==> config.mk <==
export PLATFORM = sky130hd
export DESIGN_NAME = n_adder
export DESIGN_NICKNAME = d
export VERILOG_FILES = /design/src/rtl/alu_pkg.sv /design/src/rtl/n_adder_cla4.sv /design/src/rtl/n_adder.sv
export SDC_FILE = /design/constraint.sdc
export NUM_CORES = 1
export LEC_CHECK = 0
export ABC_AREA = 1
export BUFFER_PORTS_ARGS = -buffer_cell sky130_fd_sc_hd__buf_2
export CORE_MARGIN = 8
export CORE_UTILIZATION = 51
export CTS_CLUSTER_DIAMETER = 50
export CTS_CLUSTER_SIZE = 8
export DETAILED_ROUTE_END_ITERATION = 6
export PLACE_DENSITY_LB_ADDON = 0.15
export SLEW_MARGIN = 15
export SYNTH_ARGS = -nofsm -noshare
export SYNTH_HDL_FRONTEND = slang
export SYNTH_SLANG_ARGS = --single-unit
==> constraint.sdc <==
create_clock -name clk -period 3.3 [get_ports clk]
set_input_delay 0.165 -clock clk [delete_from_list [all_inputs] [get_ports clk]]
set_output_delay 0.165 -clock clk [all_outputs]
set_load 0.01 [all_outputs]
==> src/rtl/alu_pkg.sv <==
// Shared ALU constants: carry-lookahead group width and the group-count helper
// used to size the adder's lookahead network.
package alu_pkg;

    localparam int CLA_GROUP = 4;

    function automatic int cla_groups(input int n);
        return n / CLA_GROUP;
    endfunction

endpackage

==> src/rtl/n_adder_cla4.sv <==
// 4-bit carry-lookahead group: local sum bits plus group generate/propagate.
// G and P never depend on c_in, so the group-level lookahead above has no loop.
module cla4 (
    input  logic [3:0] a,
    input  logic [3:0] b,
    input  logic       c_in,
    output logic [3:0] s,
    output logic       G,
    output logic       P
);

    logic [3:0] g;
    logic [3:0] p;
    logic [3:0] c;

    assign g = a & b;
    assign p = a ^ b;

    assign c[0] = c_in;
    assign c[1] = g[0] | (p[0] & c_in);
    assign c[2] = g[1] | (p[1] & g[0]) | (p[1] & p[0] & c_in);
    assign c[3] = g[2] | (p[2] & g[1]) | (p[2] & p[1] & g[0])
                | (p[2] & p[1] & p[0] & c_in);

    assign s = p ^ c;

    assign G = g[3] | (p[3] & g[2]) | (p[3] & p[2] & g[1]) | (p[3] & p[2] & p[1] & g[0]);
    assign P = &p;

endmodule

==> src/rtl/n_adder.sv <==
// N-bit adder built from cla4 groups joined by a group-level carry lookahead,
// with combinational sum/flags and a registered copy for pipeline use.
module n_adder
    import alu_pkg::*;
#(
    parameter int N = 32
) (
    input  logic         clk,
    input  logic         rst_n,
    input  logic [N-1:0] a,
    input  logic [N-1:0] b,
    input  logic         cin,
    output logic [N-1:0] s,
    output logic         cout,
    output logic         ovf,
    output logic [N-1:0] s_q,
    output logic         cout_q,
    output logic         ovf_q
);

    localparam int GROUPS = cla_groups(N);

    if ((N % CLA_GROUP) != 0 || N < CLA_GROUP) begin : g_bad_width
        $fatal(1, "n_adder: N must be a multiple of 4 and at least 4");
    end

    logic [GROUPS-1:0] grp_g;
    logic [GROUPS-1:0] grp_p;
    logic [GROUPS:0]   grp_c;
    logic              la_carry;
    logic              la_prop;
    logic              c_msb;

    for (genvar k = 0; k < GROUPS; k++) begin : g_grp
        cla4 u_cla4 (
            .a    (a[4*k +: 4]),
            .b    (b[4*k +: 4]),
            .c_in (grp_c[k]),
            .s    (s[4*k +: 4]),
            .G    (grp_g[k]),
            .P    (grp_p[k])
        );
    end

    // Each group carry is a flat sum of products over all lower groups and cin,
    // so no carry waits on the one below it.
    always_comb begin
        // NOTE: every variable gets a default first so no path leaves one unassigned and infers a latch.
        grp_c    = '0;
        la_carry = 1'b0;
        la_prop  = 1'b0;
        grp_c[0] = cin;
        for (int k = 0; k < GROUPS; k++) begin
            la_carry = grp_g[k];
            la_prop  = grp_p[k];
            for (int j = k - 1; j >= 0; j--) begin
                la_carry = la_carry | (la_prop & grp_g[j]);
                la_prop  = la_prop & grp_p[j];
            end
            grp_c[k+1] = la_carry | (la_prop & cin);
        end
    end

    // Carry into the MSB recovered from its sum bit: s = a ^ b ^ c.
    assign c_msb = s[N-1] ^ a[N-1] ^ b[N-1];
    assign cout  = grp_c[GROUPS];
    assign ovf   = c_msb ^ cout;

    always_ff @(posedge clk) begin
        // NOTE: sequential state uses non-blocking assignments so all registers update together at the edge.
        if (!rst_n) begin
            s_q    <= '0;
            cout_q <= 1'b0;
            ovf_q  <= 1'b0;
        end else begin
            s_q    <= s;
            cout_q <= cout;
            ovf_q  <= ovf;
        end
    end

endmodule

Yosys cells after proc, flatten, opt, wreduce, memory -nomap -nowiden --
Index checks and enable logic that the tools add are counted.
Word-level totals: register bits after elaboration 34, input port bits 67, word-level logic and storage cells 322
Cells by class: bitwise gates (word level) 311, reductions and logical operators 8
Operator list (number):
- $and 1x1->1 | 176
- $or 1x1->1 | 108
- $xor 4x4->4 | 16
- $and 4x4->4 | 8
- $reduce_and 4->1 | 8
- $xor 1x1->1 | 3

Depth between registers and ports, before layout --
Gate-level depths: netlist (run 1).
depth after elaboration 19, mapped depth 15, depth with buffers taken out 15

Modules after synthesis --
A second synthesis (run 1) with hierarchy kept.
Second synthesis, totals: cell total of the unflattened synthesis 431, area total of the unflattened synthesis 2912.8 sq um
By module, submodules not included:
- n_adder | instances 1, cells an instance 175, area each 1283.7 sq um, seq. area each 680.7 sq um
- cla4 at g_grp[0].u_cla4 ... | instances 6, cells an instance 32, area each 201.4 sq um, seq. area each 0.0 sq um
- cla4 at g_grp[3].u_cla4 ... | instances 2, cells an instance 32, area each 210.2 sq um, seq. area each 0.0 sq um

Least setup slack after synthesis (run 1) --
Ideal clock, no wire load.
path type in2out, start input port a[14], end output port s[21], data arrival time 2.021 ns, data required time 3.135 ns, path slack 1.114 ns, cell stages on the path 12, cells stage by stage ha_1 nand2_2 nor2_1 nor2_1 nand2_1 a21oi_2 nand4_2 nand2_1 nand2_2 fa_1 or2_2 nand2_1
Between the ends: cells in the longest elaborated chain, start to end 14, elaborated cells on any way between the ends 28, classes of those cells bitwise (27); reduce/logical (1)
Ends and longest elaborated chain:
- from (decl) | line n_adder.sv:10 | input logic [N-1:0] a,
- $and 4x4->4 / $xor 4x4->4 (equally long branches) | line n_adder_cla4.sv:16, n_adder_cla4.sv:17
- $and 1x1->1 | line n_adder_cla4.sv:27 | assign G = g[3] | (p[3] & g[2]) | (p[3] & p[2] & g[1]) | (p[3] & p[2] & p[1] & g[0]);
- $or 1x1->1 / $and 1x1->1 (equally long branches) (2 in series) | line n_adder_cla4.sv:27
- $or 1x1->1 | line n_adder_cla4.sv:27
- $and 1x1->1 | line n_adder.sv:57 | la_carry = la_carry | (la_prop & grp_g[j]);
- $or 1x1->1 (4 in series) | line n_adder.sv:57
- $or 1x1->1 (*) | line n_adder.sv:60 | grp_c[k+1] = la_carry | (la_prop & cin);
- $and 1x1->1 (*) | line n_adder_cla4.sv:20 | assign c[1] = g[0] | (p[0] & c_in);
- $or 1x1->1 (*) | line n_adder_cla4.sv:20
- $xor 4x4->4 (*) | line n_adder_cla4.sv:25 | assign s = p ^ c;
- to (decl) | line n_adder.sv:13 | output logic [N-1:0] s,
Mark *: on every way between the ends. The rest lies on a longest branch, timed or not.

Worst setup path after layout (run 1) --
Same ends and word-level chain as after synthesis.

==> summary.md, run 1 <==
| Metric | Value |
|---|---|
| Vias in the first global route | 3005 |
| Final #Nets | ~650 |
| CP Data Required Time | 3.13 ns |
| Hold Vio Cnt, Final | 0 |
| Crit path top cell by count | nand2_1 |
| Final period util | around 80% |
| IO Pins | ~140 |
| CTS H-Tree Depth | 2 |
| Antenna Cells | 0 |
| Yosys warns | 0 |
| Chip Width | slightly above 90 um |
| Initial core utilization | 52.08% |
| GRT Util Overall | 18.51% |
| Cell taking the most area after synthesis | dfxtp_1 |
| DRC | 0 |
| TritonCTS buffer count | 5 |
| WP data arrival | about 2.4 ns |
| Synth Cell Area | between 0.002 and 0.003 sq mm |
| Core ar. | around 0.0054 sq mm |
| Distinct cells, synth | 35 |
| CTS clk-pin slew, worst paths | 0.07 ns |
| Met2 routed WL | about 3.7 mm |
| Static Leak | between 2 and 2.5 nW |
| CTS Root Buffer Type | clkbuf_8 |
| WP buf/inv | 2 |
| DRT met1 WL | around 2.9 mm |
| Min Clock Period, post-route | about 2.6 ns |
| Antenna violations before repair | 0 |
| Die footprint | 0.008195 sq mm |
| Status | finished, final reports clean |
| Worst setup margin | approximately 0.73 ns |
| DRT iter0 DRCs | between 100 and 150 |
| Total of max-cap violations | 0 |
| Area share of the largest cell type after synthesis | between 20 and 25% |
| Rel. slew slack | about 66% |
| Worst-margin pin slew | ~0.51 ns |
| Seq/Total Area, Yosys | 24.03% |
| Hold Path Cell Cnt | 3 |
| Hold path startpoint | rst_n |
| Hold WC Path Type | input port to flip-flop |
| DRT antenna net count | 0 |
| RSZ-0062 raised after global routing | false |
| Vert. Die Dim | between 90 and 100 um |
| Top-count cell post-synth | nand2_1 |
| Largest vdd supply drop | around 0.25 mV |
| Critical Path Start Type | input port |
| Final GP Congestion | 0.8472 |
| Vias after detailed routing | between 2000 and 3000 |
| FF+latch count, synth | 34 |
| HPWL after detailed placement | 6.418 mm |
| # rows | 27 |
| Cell count after synthesis | around 400 |
| Max stage delay on crit path | ~0.38 ns |
| Syn Nets | between 500 and 600 |
| Vias/cell | ~4.7 |
| Syn-to-layout area delta | 29.68% |
| Routed WL per cell | ~12 um |
| WS Path Type | input port to output pin |
| Syn Area/Cell | roughly 7 sq um |
| Commonest cells post-synth | nand2_1, inv_1, nor2_1 |
| Pwr per Cell Area | 395.5 mW/mm^2 |
| Largest net degree at the start of global routing | 26 |
| First-pass GRT wire length | about 13 mm |
| Share of layout cells above drive strength 1 | 34.80% |
| Total negative slack | 0 ns |
| Delay-heaviest family, CP | simple AND/OR/NAND/NOR gates |
| Slowest-stage cell, CP | fa_1 |
| Max-slew violations | 0 |
| WHS Endpoint | s_q[28]$_SDFF_PN0_ |
| Post-synth EDFFs | 0 |
| Worst slack, placed | ~0.7 ns |
| Post-cts gate resize count | 0 |
| Top Metal Used | met4 |
| Fill cells | 515 |
| DR pass1 iterations | 4 |
| # Post-CTS Setup Buffers | 0 |
| Share of synthesized flip-flops with an asynchronous set or reset | 0% |
| Clock sinks | 34 |
| Highest Clock Rate | 388.7 MHz |
| Port bufs | 134 |
| Max Root-Sink Buffers | 2 |
| Crit-path cells | buf_2, ha_1, nand2_2, nor2_1, nor2_1, nand2_1, a21oi_2, nand4_2, nand2_1, nand2_2, fa_1, or2_2, nand2_1, buf_2 |
| Total wire length | 7.520 mm |
| DR WL met3 | between 700 and 800 um |
| Worst Setup End Kind | output pin |
| CP max FO | 4 |
| Grt ovf | 0 |
| CP Depth | 14 |
| CTS tree | built |
| Cts-stage hold buffer count | 0 |
| Most used DFF post-synth | dfxtp_1 |
| Final Setup Violations | 0 |
| Synth area leaders | dfxtp_1, ha_1, nand2_1 |
-- worst max path at each step --
stage	from	to	slack [ns]
finish	a[14]	s[21]	0.73
global route	a[15]	s[21]	0.51
CTS	a[14]	s[21]	0.71
detailed placement	a[14]	s[21]	0.71
global placement	a[14]	s[21]	0.72
floorplan	a[14]	s[21]	1.11
-- registers in the layout (all words and copies together) (netlist names) --
name / count
s_q: 32
cout_q: 1
ovf_q: 1
-- final cells by class --
type / count / area, sq um / area share [%]
well taps: 72 / 90.09 / 2.452
clock buffers: 7 / 86.33 / 2.350
flip-flops and latches: 34 / 680.7 / 18.53
multi-input cells: 297 / 1867 / 50.82
clock inverters: 1 / 5.005 / 0.1362
repair buffers: 134 / 670.6 / 18.26
inverters: 73 / 274.0 / 7.459
-- metal layers --
metal / GRT usage (%) / up-vias
met3: 8.728 / 12
met5: 0 / -
met4: 6.103 / 0
met1: 18.25 / 1270
li1: - / 1538
met2: 33.19 / 95
-- placed cells by master (no fill, tap or decap), types with 2 or more instances in the layout --
cell,instances
nand3_1,20
inv_1,69
nand4_1,2
nand3b_1,2
buf_2,134
xor2_1,5
nor2_4,6
clkbuf_8,6
and2_1,2
ha_1,32
a21oi_2,2
nor2_1,38
nand3_2,4
a21o_1,2
a21oi_1,22
fa_1,8
dfxtp_1,34
nand2_1,106
nand2_2,13
or2_2,8
and3_1,2
inv_2,4
nand4_2,2
xnor2_1,4
nor2_2,6
-- cells by family after synthesis --
kind of cell	synth area share, %
adders and majority gates	19.79
DFF	24.03
and+or+nand+nor	36.00
AOI/OAI and AO/OA	6.758
xor gates and xnor gates	3.357
buffers and inverters	10.07
-- power by group --
part	total, mW	internal, mW	switching, mW
Combinational	0.655	0.269	0.386
Sequential	0.475	0.463	0.0114
Clock	0.323	0.168	0.155
Total	1.45	0.901	0.552
-- metrics by stage --
step	hold WS [ns]	instances	utilization (%)	cell area, sq um	power (mW)
2_1_floorplan	0.4677	407	-	2833	0.9023
3_3_place_gp	0.5246	610	65.86	3582	1.130
3_5_place_dp	0.5255	610	65.86	3582	1.146
4_1_cts	0.2154	618	67.54	3674	1.476
5_1_grt	0.2266	618	67.54	3674	1.569
6_report	0.2206	618	67.54	3674	1.453
Power figures use the tool's default switching activity.
==> run 2, diff against run 1 <==
--- a/config.mk
+++ b/config.mk
@@ -5,10 +5,10 @@
 export SDC_FILE = /design/constraint.sdc
 export NUM_CORES = 1
 export LEC_CHECK = 0
-export ABC_AREA = 1
+export ABC_AREA = 0
 export BUFFER_PORTS_ARGS = -buffer_cell sky130_fd_sc_hd__buf_2
 export CORE_MARGIN = 8
-export CORE_UTILIZATION = 51
+export CORE_UTILIZATION = 44
 export CTS_CLUSTER_DIAMETER = 50
 export CTS_CLUSTER_SIZE = 8
 export DETAILED_ROUTE_END_ITERATION = 6
==> constraint.sdc (replaced) <==
create_clock -name clk -period 2.6 [get_ports clk]
set_input_delay 0.13 -clock clk [delete_from_list [all_inputs] [get_ports clk]]
set_output_delay 0.13 -clock clk [all_outputs]
set_load 0.01 [all_outputs]
==> run 2 against run 1 <==
  * Critical endpoint is now ovf
  * Wire length down 8.1%
  * Global-route usage is 1.8 points lower
  * Combinational power is 41% higher
  * Clock-buffer cell count is 2 lower
  * Largest power group unchanged
  * The flow now finishes with violations (negative setup slack)
  * Synthesized area down 19%
==> summary.md, run 2 <==
| Metric | Value |
|---|---|
| Status | complete, but fails checks |
| Failing checks | negative setup slack |
| Vias/cell | about 4.8 |
| Min Clock Period, post-route | between 2 and 3 ns |
| DRT iter0 DRCs | 33 |
| Hold Vio Cnt, Final | 0 |
| Commonest non-fill, non-tap cell in the layout | buf_2 |
| # rows | 26 |
| Antenna Cells | 0 |
| DR WL met3 | around 700 um |
| Worst setup margin | -0.004583 ns |
| Slowest-stage cell, CP | a2111oi_4 |
| Hold path startpoint | b[31] |
| Placed cells | roughly 460 |
| Synth area leaders | dfxtp_1, ha_1, and2_1 |
| Max stage delay on crit path | around 0.35 ns |
| Cell count after synthesis | approximately 240 |
| IO Pins | about 140 |
| Final #Nets | just over 500 |
| Delay-heaviest family, CP | compound AO/OA/AOI/OAI gates |
| Most frequent cells in the layout | buf_2, dfxtp_1, and2_1, buf_4, ha_1 |
| Antenna violations before repair | 0 |
| Static Leak | approximately 1.9 nW |
| Crit-path cells | buf_8, ha_4, nand2_4, nor4_4, nor2_2, a2111oi_4, o211ai_2, o31a_2, o21bai_4, mux2i_2, xnor2_1, buf_2 |
| Vias after detailed routing | roughly 2300 |
| Syn-to-layout area delta | 61.18% |
| First-pass GRT wire length | about 10 mm |
| Max-slew violations | 0 |
| Vert. Die Dim | around 90 um |
| Pwr per Cell Area | between 500 and 600 mW/mm^2 |
| WS Path Type | input port to output pin |
| Area share of the largest cell type after synthesis | 29.53% |
| Most used DFF post-synth | dfxtp_1 |
| Total of max-cap violations | 0 |
| Clock sinks | 34 |
| Hold WC Path Type | input port to flip-flop |
| Worst-margin pin slew | 0.5448 ns |
| Cell taking the most area after synthesis | dfxtp_1 |
| Final GP Congestion | 0.7369 |
| Chip Width | just under 90 um |
| Top-count cell post-synth | dfxtp_1 |
| Final Setup Violations | 1 |
| Routed WL per cell | 14.43 um |
| Syn Nets | 345 |
| Largest regs | s_q (32), cout_q (1), ovf_q (1) |
| Synth Cell Area | around 0.0023 sq mm |
| Rel. slew slack | ~64% |
| Yosys warns | 0 |
| TritonCTS buffer count | 5 |
| GRT Util Overall | 16.75% |
| Commonest cells post-synth | dfxtp_1, ha_1, and2_1 |
| Final period util | 100.2% |
| RSZ-0062 raised after global routing | true |
| Fill cells | between 300 and 400 |
| Seq/Total Area, Yosys | 29.53% |
| HPWL after detailed placement | between 5 and 6 mm |
| DRT met1 WL | about 2.5 mm |
| Critical Path Start Type | input port |
| CP Data Required Time | approximately 2.5 ns |
| Max Root-Sink Buffers | 2 |
| WP data arrival | 2.47 ns |
| Placed Area | approximately 0.0032 sq mm |
| FF+latch count, synth | 34 |
| Share of layout cells above drive strength 1 | 52.08% |
| Distinct cells, synth | 37 |
| Grt ovf | 0 |
| Max FFs per register | 32 |
| Core ar. | ~0.0051 sq mm |
| DRC | 0 |
| Final non-filler cell area | between 0.003 and 0.004 sq mm |
| CTS tree | built |
| Total wire length | slightly below 7 mm |
| Post-synth EDFFs | 0 |
| DRT antenna net count | 0 |
| Worst Setup SP | a[4] |
| Core Util, Final | between 70% and 80% |
| Syn Area/Cell | 9.684 sq um |
| Vias in the first global route | between 2000 and 2500 |
| CP max FO | 4 |
| Highest Clock Rate | around 380 MHz |
| Met2 routed WL | 3.577 mm |
| CTS clk-pin slew, worst paths | around 0.070 ns |
| Total negative slack | -0.004583 ns |
| WP buf/inv | 2 |
| Die footprint | 0.007810 sq mm |
| Worst Setup End Kind | output pin |
| Most flops, register | s_q |
| Initial core utilization | 45.41% |
| Largest vdd supply drop | around 0.28 mV |
| CTS Root Buffer Type | clkbuf_8 |
| Top Metal Used | met4 |
| Post-route insts no fill | about 480 |
| Cts-stage hold buffer count | 0 |
| Port bufs | roughly 130 |
| CTS H-Tree Depth | 2 |
| DR pass1 iterations | 4 |
| Largest net degree at the start of global routing | 37 |
| Share of synthesized flip-flops with an asynchronous set or reset | 0% |
[run 2: cell count changes in the layout (fill, tap and decap cells not counted), sizes merged, moves of 11 or more]
| cell | delta |
|---|---|
| inv | -65 |
| nor2 | -39 |
| a21oi | -11 |
| nand3 | -21 |
| buf | +33 |
| and2 | +29 |
| nand2 | -108 |
[run 2: final cells by class]
| cell class | instances | area [sq um] | area share [%] |
|---|---|---|---|
| well taps | 70 | 87.58 | 2.358 |
| multi-input cells | 193 | 1833 | 49.34 |
| clock inverters | 2 | 10.01 | 0.2695 |
| flip-flops and latches | 34 | 680.7 | 18.32 |
| clock buffers | 5 | 68.82 | 1.852 |
| inverters | 8 | 30.03 | 0.8084 |
| repair buffers | 167 | 1005 | 27.05 |
[run 2: per-stage QoR]
stage | setup slack, ns | hold WS (ns) | power [mW]
6_report | -0.004583 | 0.2048 | 1.914
5_1_grt | -0.1688 | 0.2573 | 2.036
4_1_cts | -0.1658 | 0.2077 | 1.881
3_5_place_dp | -0.2063 | 0.5180 | 1.443
3_3_place_gp | -0.1700 | 0.5127 | 1.427
2_1_floorplan | 0.08110 | 0.2573 | 1.079
[run 2: final timing paths]
path | endpoint | slack [ns] | depth (start not counted)
max | ovf | -0.005 | 12
min | ovf_q$_SDFF_PN0_ | 0.20 | 4
[run 2: cells by family (layout without fill, tap and decap cells)]
| logic type | after synthesis | in the layout | share of synthesized area [%] |
|---|---|---|---|
| flops | 34 | 34 | 29.53 |
| simple gates | 76 | 76 | 17.75 |
| fa+ha+maj | 40 | 40 | 24.32 |
| xor+xnor | 26 | 26 | 9.881 |
| mux | 3 | 3 | 1.303 |
| buf+inv | 11 | 182 | 1.792 |
| compound gates | 48 | 48 | 15.42 |
[run 2: routing by layer]
metal  up-vias  GRT usage [%]
li1       1167              -
met1      1027          16.18
met2        95          31.64
met3         8          6.314
met4         0          5.684
met5         -              0
[run 2: where the power goes]
part           internal (mW)  leakage [nW]  switching [mW]
logic                  0.461          1.55           0.462
registers              0.593         0.283          0.0150
clock network          0.180        0.0438           0.203
[run 2: repair_timing]
action / 4_1_cts / 5_1_grt
endpoints found under the setup margin: 10 / 15
pin swaps: 21 / 13
buffers inserted: 4 / 4
gates resized for setup: 30 / 26
[run 2: tightest hold or removal path: stages]
cell and delay, ns:
buf_2 0.10, xnor2_1 0.09, nand2_1 0.07, mux2i_1 0.06
